[src/rtl/cpu_types_pkg.sv]
// Shared CPU datapath types: word type, decode next-PC select encoding and
// the fetch sequencer states, plus next-PC select helpers.
package cpu_types_pkg;

  typedef logic [31:0] word_t;

  typedef enum logic [2:0] {
    SEQ = 3'd0,
    JR  = 3'd2,
    JMP = 3'd3,
    BNE = 3'd4,
    BEQ = 3'd5
  } pcsrc_t;

  typedef enum logic [1:0] {
    FETCH  = 2'd0,
    HOLD   = 2'd1,
    HALTED = 2'd2
  } fetch_state_t;

  // Unlisted select codes (1, 6, 7) fall through to sequential fetch.
  function automatic logic redirect_taken(input logic [2:0] pcsrc,
                                          input logic       zero);
    logic taken;
    taken = 1'b0;
    case (pcsrc)
      JR, JMP: taken = 1'b1;
      BNE:     taken = ~zero;
      BEQ:     taken = zero;
      default: taken = 1'b0;
    endcase
    return taken;
  endfunction

  function automatic word_t redirect_target(input logic [2:0]  pcsrc,
                                            input word_t       pc4,
                                            input word_t       jr_target,
                                            input word_t       branch_offset,
                                            input logic [25:0] jump_index);
    word_t tgt;
    tgt = pc4 + branch_offset;
    case (pcsrc)
      JR:      tgt = jr_target;
      JMP:     tgt = {pc4[31:28], jump_index, 2'b00};
      default: tgt = pc4 + branch_offset;
    endcase
    return tgt;
  endfunction

endpackage

[src/rtl/if_id_reg.sv]
// IF/ID pipeline register: load on enable, flush clears only the valid bit,
// synchronous active-low reset clears everything.
module if_id_reg
  import cpu_types_pkg::*;
(
  input  logic  CLK,
  input  logic  nRST,
  input  logic  en,
  input  logic  flush,
  input  word_t imemload_in,
  input  word_t pc_plus4_in,
  output word_t imemload,
  output word_t pc_plus4,
  output logic  valid
);

  always_ff @(posedge CLK) begin
    if (!nRST) begin
      imemload <= '0;
      pc_plus4 <= '0;
      valid    <= 1'b0;
    end else if (flush) begin
      valid <= 1'b0;
    end else if (en) begin
      imemload <= imemload_in;
      pc_plus4 <= pc_plus4_in;
      valid    <= 1'b1;
    end
  end

endmodule

[src/rtl/fetch_unit.sv]
// Instruction fetch stage: PC, fetch sequencer with one-entry skid buffer,
// redirect/halt handling and IF/ID register. Optional FETCH_PERF_EN adds counters.
module fetch_unit
  import cpu_types_pkg::*;
#(
  parameter word_t PC_INIT = 32'h0000_0000
)
(
  input  logic        CLK,
  input  logic        nRST,
  output logic        iREN,
  output word_t       imemaddr,
  input  logic        ihit,
  input  word_t       imemload_in,
  input  logic        stall,
  input  logic [2:0]  PCsrc,
  input  logic        zero,
  input  word_t       rdat1,
  input  word_t       BranchAddr,
  input  logic [25:0] addr,
  input  logic        halt,
  output word_t       imemload,
  output word_t       pc_plus4,
  output logic        valid
`ifdef FETCH_PERF_EN
  ,
  output word_t       fetch_count,
  output word_t       stall_count
`endif
);

  fetch_state_t state;
  word_t        pc;
  word_t        pc_next4;
  word_t        skid_word;
  word_t        skid_pc4;
  logic         iren_q;

  logic         take_halt;
  logic         take_redirect;
  word_t        target;

  logic         ifid_en;
  logic         ifid_flush;
  word_t        ifid_word;
  word_t        ifid_pc4;

  assign imemaddr = pc;
  assign iREN     = iren_q;
  assign pc_next4 = pc + 32'd4;

  // valid is only ever 1 outside HALTED, so halt needs no state qualifier.
  assign take_halt     = halt && valid;
  assign take_redirect = !stall && valid && redirect_taken(PCsrc, zero);
  assign target        = redirect_target(PCsrc, pc_plus4, rdat1, BranchAddr, addr);

  always_comb begin
    ifid_en    = 1'b0;
    ifid_flush = 1'b0;
    ifid_word  = imemload_in;
    ifid_pc4   = pc_next4;
    case (state)
      FETCH: begin
        if (take_halt || take_redirect) begin
          ifid_flush = 1'b1;
        end else if (!stall) begin
          if (ihit) begin
            ifid_en = 1'b1;
          end else begin
            ifid_flush = 1'b1;
          end
        end
      end
      HOLD: begin
        ifid_word = skid_word;
        ifid_pc4  = skid_pc4;
        if (take_halt || take_redirect) begin
          ifid_flush = 1'b1;
        end else if (!stall) begin
          ifid_en = 1'b1;
        end
      end
      default: begin
        ifid_en    = 1'b0;
        ifid_flush = 1'b0;
      end
    endcase
  end

  always_ff @(posedge CLK) begin
    if (!nRST) begin
      state     <= FETCH;
      pc        <= PC_INIT;
      skid_word <= '0;
      skid_pc4  <= '0;
      iren_q    <= 1'b1;
    end else begin
      case (state)
        FETCH: begin
          if (take_halt) begin
            state  <= HALTED;
            iren_q <= 1'b0;
          end else if (take_redirect) begin
            pc <= target;
          end else if (stall) begin
            if (ihit) begin
              skid_word <= imemload_in;
              skid_pc4  <= pc_next4;
              state     <= HOLD;
              iren_q    <= 1'b0;
            end
          end else if (ihit) begin
            pc <= pc_next4;
          end
        end
        HOLD: begin
          // PC was held on capture, so pc_next4 equals the buffered PC+4.
          if (take_halt) begin
            state     <= HALTED;
            skid_word <= '0;
            skid_pc4  <= '0;
          end else if (take_redirect) begin
            pc        <= target;
            state     <= FETCH;
            iren_q    <= 1'b1;
            skid_word <= '0;
            skid_pc4  <= '0;
          end else if (!stall) begin
            pc        <= pc_next4;
            state     <= FETCH;
            iren_q    <= 1'b1;
            skid_word <= '0;
            skid_pc4  <= '0;
          end
        end
        HALTED: begin
          iren_q <= 1'b0;
        end
        default: begin
          state  <= FETCH;
          iren_q <= 1'b1;
        end
      endcase
    end
  end

  if_id_reg u_if_id_reg (
    .CLK         (CLK),
    .nRST        (nRST),
    .en          (ifid_en),
    .flush       (ifid_flush),
    .imemload_in (ifid_word),
    .pc_plus4_in (ifid_pc4),
    .imemload    (imemload),
    .pc_plus4    (pc_plus4),
    .valid       (valid)
  );

`ifdef FETCH_PERF_EN
  always_ff @(posedge CLK) begin
    if (!nRST) begin
      fetch_count <= '0;
      stall_count <= '0;
    end else begin
      if (ifid_en) begin
        fetch_count <= fetch_count + 32'd1;
      end
      if ((state == FETCH && iren_q && !ihit) || state == HOLD) begin
        stall_count <= stall_count + 32'd1;
      end
    end
  end
`endif

endmodule

[config.mk]
export PLATFORM = sky130hd
export DESIGN_NAME = fetch_unit
export DESIGN_NICKNAME = d
export VERILOG_FILES = /design/src/rtl/cpu_types_pkg.sv /design/src/rtl/if_id_reg.sv /design/src/rtl/fetch_unit.sv
export SDC_FILE = /design/constraint.sdc
export NUM_CORES = 1
export LEC_CHECK = 0
export CORE_ASPECT_RATIO = 1.75
export CORE_MARGIN = 2
export CORE_UTILIZATION = 25
export CTS_CLUSTER_DIAMETER = 80
export DETAILED_ROUTE_END_ITERATION = 16
export GPL_TIMING_DRIVEN = 0
export PLACE_DENSITY = 0.51
export SLEW_MARGIN = 30
export SYNTH_ARGS = -nofsm -noshare
export SYNTH_HDL_FRONTEND = slang
export SYNTH_HIERARCHICAL = 1
export SYNTH_SLANG_ARGS = --single-unit
export TNS_END_PERCENT = 10
[constraint.sdc]
create_clock -name CLK -period 3.2 [get_ports CLK]
set_input_delay 0.8 -clock CLK [delete_from_list [all_inputs] [get_ports CLK]]
set_output_delay 0.8 -clock CLK [all_outputs]
set_load 0.1 [all_outputs]
==> results.json, run 1 <==
{
  "synth-edff-count": 0,
  "place_hpwl_mm": 36.86,
  "power.density_mw_per_mm2": 423.4,
  "post-route-worst-setup-slack_ns": -0.02915,
  "post-route-min-period_ns": 3.229,
  "track_usage_pct": 20.52,
  "report.final.setup_viol": 1,
  "grt_setup_unrepaired": "true",
  "drt-initial-drc-count": 651,
  "critical_path_buf_inv_count": 1,
  "fp_rows": 99,
  "worst_ep_required_time_ns": 3.58,
  "postSynthAreaPerCell_um2": 7.533,
  "timing.max_slew.rel_slack_pct": 31.11,
  "crit_chain": "clkdlybuf4s50_1, ha_1, a21o_1, a21o_1, o211ai_2, nand3_1, and2_2, a311o_1, a31oi_1",
  "top_level_ports": 229,
  "antenna_left": 0,
  "die_w_um": 159.0,
  "reg2reg_from": "state[1]",
  "route.final.wire_length_mm": 45.93,
  "seq_area_frac_synth_pct": 31.24,
  "first_global_vias": 11056,
  "ctsLongestPathBuffers": 2,
  "tritoncts": "built",
  "synth_warnings": 6,
  "synth_fp_nets": 1559,
  "fillers": 4536,
  "clock_tree.root_cell": "sky130_fd_sc_hd__clkbuf_16",
  "cpLargestDelayFamily": "compound AO/OA/AOI/OAI gates",
  "dr.pass1.iters": 5,
  "r2r_slack_ns": 0.12,
  "timing.max_cap.violations": 0,
  "layout-drive-gt1-share_pct": 8.394,
  "post_drt_via_cell_ratio": 4.993,
  "synth_commonest_cells": "sky130_fd_sc_hd__nand2_1 (319), sky130_fd_sc_hd__dfxtp_1 (164), sky130_fd_sc_hd__nor2_1 (132)",
  "final_hold_violating_endpoints": 0,
  "routabilityCongestion": 0.8744,
  "initial_antenna_violation_count": 0,
  "violations_in_the_final_reports": "setup timing",
  "clock_latency_ns": 0.46,
  "worst-path-max-fanout": 5,
  "port-buffer-count": 226,
  "r2r_cells": 9,
  "regToRegEndpoint": "u_if_id_reg/pc_plus4[24]",
  "die_h_um": 275.2,
  "setup.worst_path.end_class": "flip-flop",
  "drc": 0,
  "max_freq_mhz": 309.7,
  "post_layout_nonfiller_instances": 2212,
  "ys_ff_latch": 164,
  "cts_inserted_buffers": 17,
  "run_status": "complete, but fails checks",
  "cp.arrival_ns": 3.61,
  "synth_top_cell_area_share_pct": 31.24,
  "htreeDepth": 4,
  "critical-path-max-stage-delay_ns": 0.42,
  "timing.setup.critical_path_class": "in2reg",
  "yosys.area.top_type": "sky130_fd_sc_hd__dfxtp_1",
  "global_route_wire_length_before_repair_mm": 67.50,
  "core_mm2": 0.04162,
  "setup.worst_path.end": "imemaddr[25]",
  "timing.hold.worst.class": "reg2reg",
  "cts.sink_count": 164,
  "final.period_utilization_pct": 100.9,
  "number_of_instances_in_the_synthesized_netlist": 1395,
  "worst_slew_pin_slew_ns": 1.030,
  "synth_ff_type": "sky130_fd_sc_hd__dfxtp_1",
  "power_leakage_nw": 5.421,
  "worst_ir_drop_vdd_mv": 0.3772,
  "crit_start": "BranchAddr[3]",
  "post_synth_instance_area_mm2": 0.01051,
  "worstSetupPathDepth": 9,
  "postLayoutCoreUtil_pct": 33.83,
  "worst_case_clock_skew_ns": 0.01424,
  "placed_cells_incl_taps": 2176,
  "critical-path-top-cell-by-count": "sky130_fd_sc_hd__a21o_1",
  "timing.critical_path.slowest_stage_cell": "sky130_fd_sc_hd__clkdlybuf4s50_1",
  "fin_hold_ws_ns": 0.4527,
  "vias_after_detailed_routing": 11045,
  "async_flop_share_pct": 0,
  "final-max-slew-violation-count": 0,
  "synth.lib_cells_used.distinct": 87,
  "grt_max_degree": 17,
  "kind_of_start_point_of_the_critical_path": "input port",
  "synth_area_leaders": "sky130_fd_sc_hd__dfxtp_1 (31%), sky130_fd_sc_hd__nand2_1 (11%), sky130_fd_sc_hd__mux2i_1 (7.6%)",
  "grt-ovfl-total": 0,
  "die_area_mm2": 0.04376,
  "path_clk_slew_ns": 0.07,
  "start_util_pct": 25.25,
  "drt-wirelength-per-cell_um": 20.77,
  "synth_most_common_cell": "sky130_fd_sc_hd__nand2_1",
  "nets": 1807,
  "area_delta_synth_final_pct": 33.98
}
## worst register-to-register path: stages, from the launching register on
cell and delay [ns]:
sky130_fd_sc_hd__dfxtp_1 0.34, sky130_fd_sc_hd__clkbuf_1 0.36, sky130_fd_sc_hd__nand2b_1 0.16, sky130_fd_sc_hd__clkbuf_1 0.29, sky130_fd_sc_hd__clkbuf_1 0.55, sky130_fd_sc_hd__clkbuf_1 0.57
sky130_fd_sc_hd__nor2_1 0.09, sky130_fd_sc_hd__a21oi_1 0.35, sky130_fd_sc_hd__nand2_1 0.16, sky130_fd_sc_hd__mux2i_1 0.16
## cell type report
| type | instances | area (um2) | area share (%) |
|---|---|---|---|
| multi-input combinational | 1117 | 6638 | 47.14 |
| clock buffer | 24 | 481.7 | 3.421 |
| sequential | 164 | 3283 | 23.32 |
| clock inverter | 8 | 98.84 | 0.7020 |
| timing repair buffer | 229 | 2225 | 15.80 |
| tap | 555 | 694.4 | 4.932 |
| inverter | 11 | 41.29 | 0.2933 |
| antenna | 1 | 2.502 | 0.01777 |
| buffer | 103 | 615.6 | 4.372 |
## how the worst min path moves through the flow
stage | cells past startpoint | start | slack [ns] | to
floorplan | 2 | skid_word[30] | 0.43 | skid_word[30]
global placement | 2 | skid_word[20] | 0.44 | skid_word[20]
detailed placement | 2 | skid_word[11] | 0.45 | skid_word[11]
CTS | 2 | skid_word[2] | 0.46 | skid_word[2]
global route | 2 | skid_word[24] | 0.47 | skid_word[24]
finish | 2 | u_if_id_reg/imemload[18] | 0.45 | u_if_id_reg/imemload[18]
## what timing repair did
item                                    4_1_cts  5_1_grt
cloned                                        0        0
endpoints found under the setup margin       66       71
hold buffers                                  0        0
pin swaps                                     0        3
buffers inserted                              0        3
gates resized for setup                       3       11
## cell families after synthesis
logic type | Yosys count | synth area share, %
xor gates and xnor gates | 46 | 3.905
adders and majority gates | 33 | 4.000
DFF | 164 | 31.24
buffers and inverters | 114 | 6.203
and+or+nand+nor | 631 | 26.75
muxes | 94 | 9.120
AOI/OAI and AO/OA | 313 | 18.78
## routing by layer
layer	global-route usage, %	vias up	routed length, um
li1	-	5373	-
met1	20.46	5175	16590
met4	9.641	0	2055
met2	41.36	398	25230
met3	3.065	99	2062
met5	0	-	0
## cell usage in the layout (no fill, tap or decap), types with 7 or more instances in the layout
master,count
sky130_fd_sc_hd__a2bb2oi_1,9
sky130_fd_sc_hd__clkbuf_1,61
sky130_fd_sc_hd__buf_12,7
sky130_fd_sc_hd__a211oi_1,12
sky130_fd_sc_hd__clkbuf_16,17
sky130_fd_sc_hd__nand2_1,318
sky130_fd_sc_hd__inv_1,10
sky130_fd_sc_hd__nor3b_1,7
sky130_fd_sc_hd__a31oi_1,19
sky130_fd_sc_hd__xor2_1,19
sky130_fd_sc_hd__and3_1,14
sky130_fd_sc_hd__o21ai_0,47
sky130_fd_sc_hd__nand3_1,70
sky130_fd_sc_hd__dfxtp_1,164
sky130_fd_sc_hd__nor3_1,18
sky130_fd_sc_hd__clkbuf_8,8
sky130_fd_sc_hd__mux2i_1,80
sky130_fd_sc_hd__o21bai_1,7
sky130_fd_sc_hd__nand4_1,12
sky130_fd_sc_hd__ha_1,32
sky130_fd_sc_hd__mux2_2,14
sky130_fd_sc_hd__xnor2_1,26
sky130_fd_sc_hd__buf_2,32
sky130_fd_sc_hd__a21oi_1,130
sky130_fd_sc_hd__buf_4,11
sky130_fd_sc_hd__nor4_1,7
sky130_fd_sc_hd__nor2_1,132
sky130_fd_sc_hd__clkdlybuf4s50_1,214
sky130_fd_sc_hd__a21o_1,18
sky130_fd_sc_hd__and2_1,8
sky130_fd_sc_hd__o21a_1,9
## power breakdown
part           total [mW]  internal, mW  switching (mW)
registers            2.20          2.13          0.0701
clock network        2.12          1.21           0.913
logic                1.64         0.549            1.09
total                5.96          3.89            2.07
## flip-flops by register name, indices dropped and copies added, names as in the netlist
| register | flops |
|---|---|
| skid_word | 32 |
| iREN | 1 |
| u_if_id_reg/pc_plus4 | 32 |
| imemaddr | 32 |
| u_if_id_reg/imemload | 32 |
| skid_pc4 | 32 |
| state | 2 |
| u_if_id_reg/valid | 1 |
## per-stage QoR
| step | worst slack (ns) | power, mW | cell area [um2] | setup TNS [ns] |
|---|---|---|---|---|
| floorplan | 0.2033 | 3.295 | 10510 | 0 |
| global placement | -0.6713 | 3.876 | 13470 | -43.74 |
| detailed placement | -0.6769 | 3.876 | 13410 | -47.07 |
| CTS | 0.003176 | 5.990 | 14010 | 0 |
| global route | -0.1078 | 6.174 | 14080 | -0.1200 |
| finish | -0.02915 | 5.962 | 14080 | -0.02915 |
No activity file was read; power rests on OpenSTA's default activity.
==> inputs of run 2 (changes only) <==
--- a/config.mk
+++ b/config.mk
@@ -7,11 +7,11 @@
 export LEC_CHECK = 0
 export CORE_ASPECT_RATIO = 1.75
 export CORE_MARGIN = 2
-export CORE_UTILIZATION = 25
+export CORE_UTILIZATION = 50
 export CTS_CLUSTER_DIAMETER = 80
 export DETAILED_ROUTE_END_ITERATION = 16
 export GPL_TIMING_DRIVEN = 0
-export PLACE_DENSITY = 0.51
+export PLACE_DENSITY = 0.85
 export SLEW_MARGIN = 30
 export SYNTH_ARGS = -nofsm -noshare
 export SYNTH_HDL_FRONTEND = slang
==> run 2 against run 1 <==
Net effect: the run still ends with setup timing left; combinational power barely moved; setup slack improved by 0.028 ns; first-iteration DRC count rose by 56%; power rose by 0.65%; register-to-register slack improved by 0.16 ns; via count rose by 2.9%; sequential share of layout area rose by 0.54 points; clock power rose by 3%; cell area fell by 2.3%; sequential power barely moved; critical endpoint is now imemaddr[27]; largest power group unchanged.
==> results.json, run 2 (same netlist as run 1, synthesis figures left out) <==
{
  "first_global_vias": 11151,
  "antenna_cells_inserted": 0,
  "timing.max_slew.rel_slack_pct": 30.02,
  "nets": 1806,
  "start_util_pct": 50.63,
  "htreeDepth": 4,
  "die_w_um": 113.6,
  "cts_inserted_buffers": 17,
  "fillers": 1781,
  "route.final.wire_length_mm": 38.59,
  "vias_after_detailed_routing": 11369,
  "timing.setup.critical_path_class": "in2reg",
  "worst_slew_pin_slew_ns": 1.046,
  "track_usage_pct": 33.99,
  "min_path_cells": 2,
  "routabilityCongestion": 0.9848,
  "post-route-min-period_ns": 3.202,
  "violations_in_the_final_reports": "setup timing",
  "crit_chain": "clkdlybuf4s50_1, ha_1, buf_4, a21o_1, a31oi_1, a2bb2oi_1, o21bai_1, or2_2, a311oi_1, o2bb2ai_1",
  "clock_latency_ns": 0.44,
  "worst_case_clock_skew_ns": 0.009252,
  "drt-wirelength-per-cell_um": 20.23,
  "holdPathEnd": "skid_word[9]",
  "r2r_slack_ns": 0.28,
  "run_status": "complete, but fails checks",
  "layout_commonest_cell": "sky130_fd_sc_hd__nand2_1",
  "r2r_cells": 9,
  "layout_common_cells": "sky130_fd_sc_hd__nand2_1 (319), sky130_fd_sc_hd__clkdlybuf4s50_1 (225), sky130_fd_sc_hd__dfxtp_1 (164)",
  "report.final.setup_viol": 1,
  "post_drt_via_cell_ratio": 5.962,
  "power_leakage_nw": 5.408,
  "cts.sink_count": 164,
  "p_total_mw": 6.001,
  "dr.pass1.iters": 6,
  "grt_max_degree": 17,
  "critical-path-max-stage-delay_ns": 0.44,
  "worst-path-max-fanout": 7,
  "fin_hold_ws_ns": 0.4578,
  "place_hpwl_mm": 30.12,
  "timing.critical_path.slowest_stage_cell": "sky130_fd_sc_hd__clkdlybuf4s50_1",
  "grt-ovfl-total": 0,
  "worst_ir_drop_vdd_mv": 0.2591,
  "global_route_wire_length_before_repair_mm": 58.66,
  "final_hold_violating_endpoints": 0,
  "worst_min_path_start": "skid_word[9]",
  "reg2reg_from": "state[1]",
  "final.period_utilization_pct": 100.0,
  "drc": 0,
  "die_area_mm2": 0.02224,
  "antenna_left": 0,
  "area_delta_synth_final_pct": 30.93,
  "regToRegEndpoint": "u_if_id_reg/pc_plus4[24]",
  "setup.worst_path.end_class": "flip-flop",
  "timing.hold.worst.class": "reg2reg",
  "initial_antenna_violation_count": 0,
  "grt_setup_unrepaired": "true",
  "power.density_mw_per_mm2": 436.1,
  "layout-drive-gt1-share_pct": 7.553,
  "final-max-slew-violation-count": 0,
  "fp_rows": 70,
  "worst_ep_required_time_ns": 3.53,
  "crit_start": "BranchAddr[12]",
  "tritoncts": "built",
  "drt-initial-drc-count": 1017,
  "core_mm2": 0.02076,
  "kind_of_start_point_of_the_critical_path": "input port",
  "clock_tree.root_cell": "sky130_fd_sc_hd__clkbuf_16",
  "port-buffer-count": 226,
  "ctsLongestPathBuffers": 2,
  "die_h_um": 195.8,
  "path_clk_slew_ns": 0.07,
  "post-route-worst-setup-slack_ns": -0.001588,
  "cp.arrival_ns": 3.53,
  "timing.max_cap.violations": 0,
  "cts-hold-fix-buffers": 0,
  "max_freq_mhz": 312.3,
  "top_level_ports": 229
}
[run 2: cell types whose count changed in the layout (fill, tap and decap cells not counted), sizes merged]
cell and change:
inv +3, clkinv +2, clkbuf -7, diode -1, bufinv +1, buf -11, clkdlybuf4s50 +11
[run 2: layer usage]
metal	routed length [um]	part of all wire (%)	vias up	track usage, %
met1	13570	35	5291	35.18
met2	19810	51	555	61.90
met3	2284	5.9	150	4.727
met5	0	0	-	0
met4	2925	7.6	0	23.80
li1	-	-	5373	-
[run 2: critical path: cells and delay by family]
| kind | cells | cell delay [ns] |
|---|---|---|
| simple gates | 1 | 0.34 |
| fa+ha+maj | 1 | 0.31 |
| buf+inv | 2 | 0.60 |
| compound gates | 6 | 1.48 |
[run 2: through the flow]
step                  TNS, ns  setup slack, ns  cell area [um2]  std cells  util (%)
floorplan                   0           0.2033            10510       1395         -
global placement       -35.55          -0.6147            13090       1873     63.04
detailed placement     -39.23          -0.6234            13080       1873     63.02
CTS                         0         0.001306            13710       1905     66.06
global route         -0.01664         -0.01166            13760       1907     66.29
finish              -0.001588        -0.001588            13760       1907     66.29
[run 2: worst max path at each step]
stage	endpoint	cells after the start	slack, ns
after floorplan	imemaddr[25]	9	0.20
after global placement	imemaddr[16]	10	-0.61
after detailed placement	imemaddr[16]	10	-0.62
after CTS	u_if_id_reg/imemload[5]	12	0.001
after global routing	imemaddr[27]	10	-0.01
final	imemaddr[27]	10	-0.002
[run 2: timing repair]
| item | CTS | global route |
|---|---|---|
| setup endpoints to repair | 65 | 67 |
| cloned | 0 | 0 |
| pin swaps | 0 | 1 |
| resized for setup | 3 | 7 |
| setup buffers | 0 | 2 |
[run 2: power by group]
group,switching [mW],internal [mW],leakage (nW)
combinational,1.06,0.556,3.78
clock,0.923,1.26,0.299
sequential,0.0698,2.13,1.33
[run 2: cell type report]
cell class / instances / area [um2] / share of cell area (%)
buffer: 103 / 613.1 / 4.456
clock buffer: 18 / 439.2 / 3.192
clock inverter: 14 / 175.2 / 1.273
inverter: 11 / 41.29 / 0.3001
multi-input combinational: 1117 / 6620 / 48.11
sequential: 164 / 3283 / 23.86
tap: 252 / 315.3 / 2.292
timing repair buffer: 228 / 2272 / 16.51
==> RTL edit, RTL diff (settings of run 1) <==
Add a define of `FETCH_PERF_EN`.
--- a/src/rtl/fetch_unit.sv
+++ b/src/rtl/fetch_unit.sv
@@ -1,4 +1,6 @@
 // Instruction fetch stage: PC, fetch sequencer with one-entry skid buffer,
 // redirect/halt handling and IF/ID register. Optional FETCH_PERF_EN adds counters.
+`define FETCH_PERF_EN
+
 module fetch_unit
   import cpu_types_pkg::*;
New outputs: fetch_count and stall_count. Check against the original RTL: not settled (the Yosys comparison gave no result); the edit may change what the design does.
==> RTL edit against run 1 <==
Sequential cell count up 64. Wire length up 20%. Total power up 34%. Worst setup slack better by 0.078 ns. Area after synthesis up 23%. Die area up 22%. Register-to-register slack worse by 0.02 ns. Critical path depth up 1. Final area up 26%.
==> RTL edit: results (changes against run 1) <==
### Run status
• finished clean — status

### Clock network
• 20 — post-cts resize count, +17
• 0.55 ns — clk_lat worst skew, +0.09 ns
• 26 — Inserted Clock Buffers, +9
• 3 — maximum buffer depth of the clock tree, +1
• 1 — H-tree depth, -3

### Global routing
• 14 — largest net degree at the start of global routing, -3
• 0.198 — total global-route track usage, -0.00750
• 0.216 — met1 track demand over resource, +0.0114
• 3 — antenna violations before repair, +3
• 13100 — via count of the first global-routing pass, +19%
• 0.376 — global-route track usage on met2, -0.0376
• 0.0226 — met3 usage, -0.00807

### Cells and area
• 0.345 — final design utilization, +0.00684
• 2160 — Final Net Count, +20%
• 5479 — Fill cells, +21%
• 2686 — final standard cell count with taps included and fillers excluded, +21%
• 0.0864 — fraction of layout cells with a size suffix above 1, +0.00250

### STA
• 0.0153 ns — Setup Skew, +0.00105 ns
• 1.05 ns — Tightest Pin Transition, +0.0198 ns
• 0 — final number of setup-violating endpoints, -1

### Route
• 21400 um — met1 layer wirelength in the final routing, +29%
• 2360 um — routed wire length on met3, +15%
• 8 — number of detailed-route iterations in the first pass, +3
• 13200 — DR vias, +20%
• 767 — number of DRC markers in iteration 0, +18%
• 20.4 um — routed length per placed instance, -1.6%
• met5 — Highest Signal Layer
• 28600 um — amount of wire on met2 after detailed routing, +13%

### Setup path
• 0.60 ns — highest cell delay on the worst timing path, +0.18 ns
• 10 — largest driver fanout on the critical path, +5
• clkbuf_1 — slowest stage cell, crit path
• 3.63 ns — critical path data arrival time, +0.02 ns

### Yosys
• 356 x nand2_1, 228 x dfxtp_1, 170 x nor2_1 — leading cell types by count after synthesis
• dfxtp_1 35%, nand2_1 10%, mux2i_1 6.4%, a21oi_1 5.5%, nor2_1 4.9% — leading post-synthesis cells by cell area
• 7.74 sq um — Post-Syn Area per Cell, +2.8%
• 1835 — Syn Nets, +18%

### Pwr
• 0.000384 V — Peak supply drop, +1.9%
• 6.74 nW — Static Leakage, +24%

### Placement
• 289 — Port Buf Inserts, +28%
• 0.905 — RD Place Congestion, +3.5%
• 0.0165 sq mm — placement-stage cell area, +23%
• 2631 — total instance count after detailed placement, +21%

-- RTL edit: path summary, 6_finish.rpt --
check / cells past startpoint / start / endpoint / slack, ns
min reg2reg: 2 / skid_word[25]$_SDFFE_PN0P_ / skid_word[25]$_SDFFE_PN0P_ / 0.45
max: 10 / PCsrc[2] / imemaddr[12]$_SDFFE_PN0P_ / 0.05
min: 2 / skid_word[25]$_SDFFE_PN0P_ / skid_word[25]$_SDFFE_PN0P_ / 0.45
max reg2reg: 9 / imemaddr[2]$_SDFFE_PN0P_ / u_if_id_reg/pc_plus4[26]$_SDFFE_PN0P_ / 0.10
-- RTL edit: worst max-delay path, delay by kind of cell --
family / cells / cell delay, ns
AND/OR/NAND/NOR: 1 / 0.36
AO/OA/AOI/OAI: 6 / 1.15
buffers and inverters: 3 / 1.31
-- RTL edit: power groups by stage --
stage | clock [mW] | sequential [mW] | combinational [mW]
3_5_place_dp | 0 | 3.10 | 1.84
4_1_cts | 3.17 | 3.04 | 1.86
6_report | 3.09 | 3.04 | 1.86
2_1_floorplan | 0 | 3.57 | 0.708
5_1_grt | 3.26 | 3.05 | 1.97
3_3_place_gp | 0 | 3.10 | 1.84
-- RTL edit: layout make-up --
cell class	count	share of cell area
Clock inverter	8	0.00467
Clock buffer	39	0.0442
Antenna cell	1	0.000142
Buffer	96	0.0295
Multi-Input combinational cell	1315	0.449
Inverter	28	0.00609
Tap cell	672	0.0476
Sequential cell	228	0.258
Timing Repair Buffer	299	0.161
-- RTL edit: cell families (layout without fill, tap and decap cells) --
kind of cell	Yosys count	after routing	share of synthesized area
buffers and inverters	126	470	0.0475
other	0	1	0
xor gates and xnor gates	103	103	0.0698
AOI/OAI and AO/OA	331	331	0.162
DFF	228	228	0.353
adders and majority gates	35	35	0.0345
and+or+nand+nor	752	752	0.259
muxes	94	94	0.0740
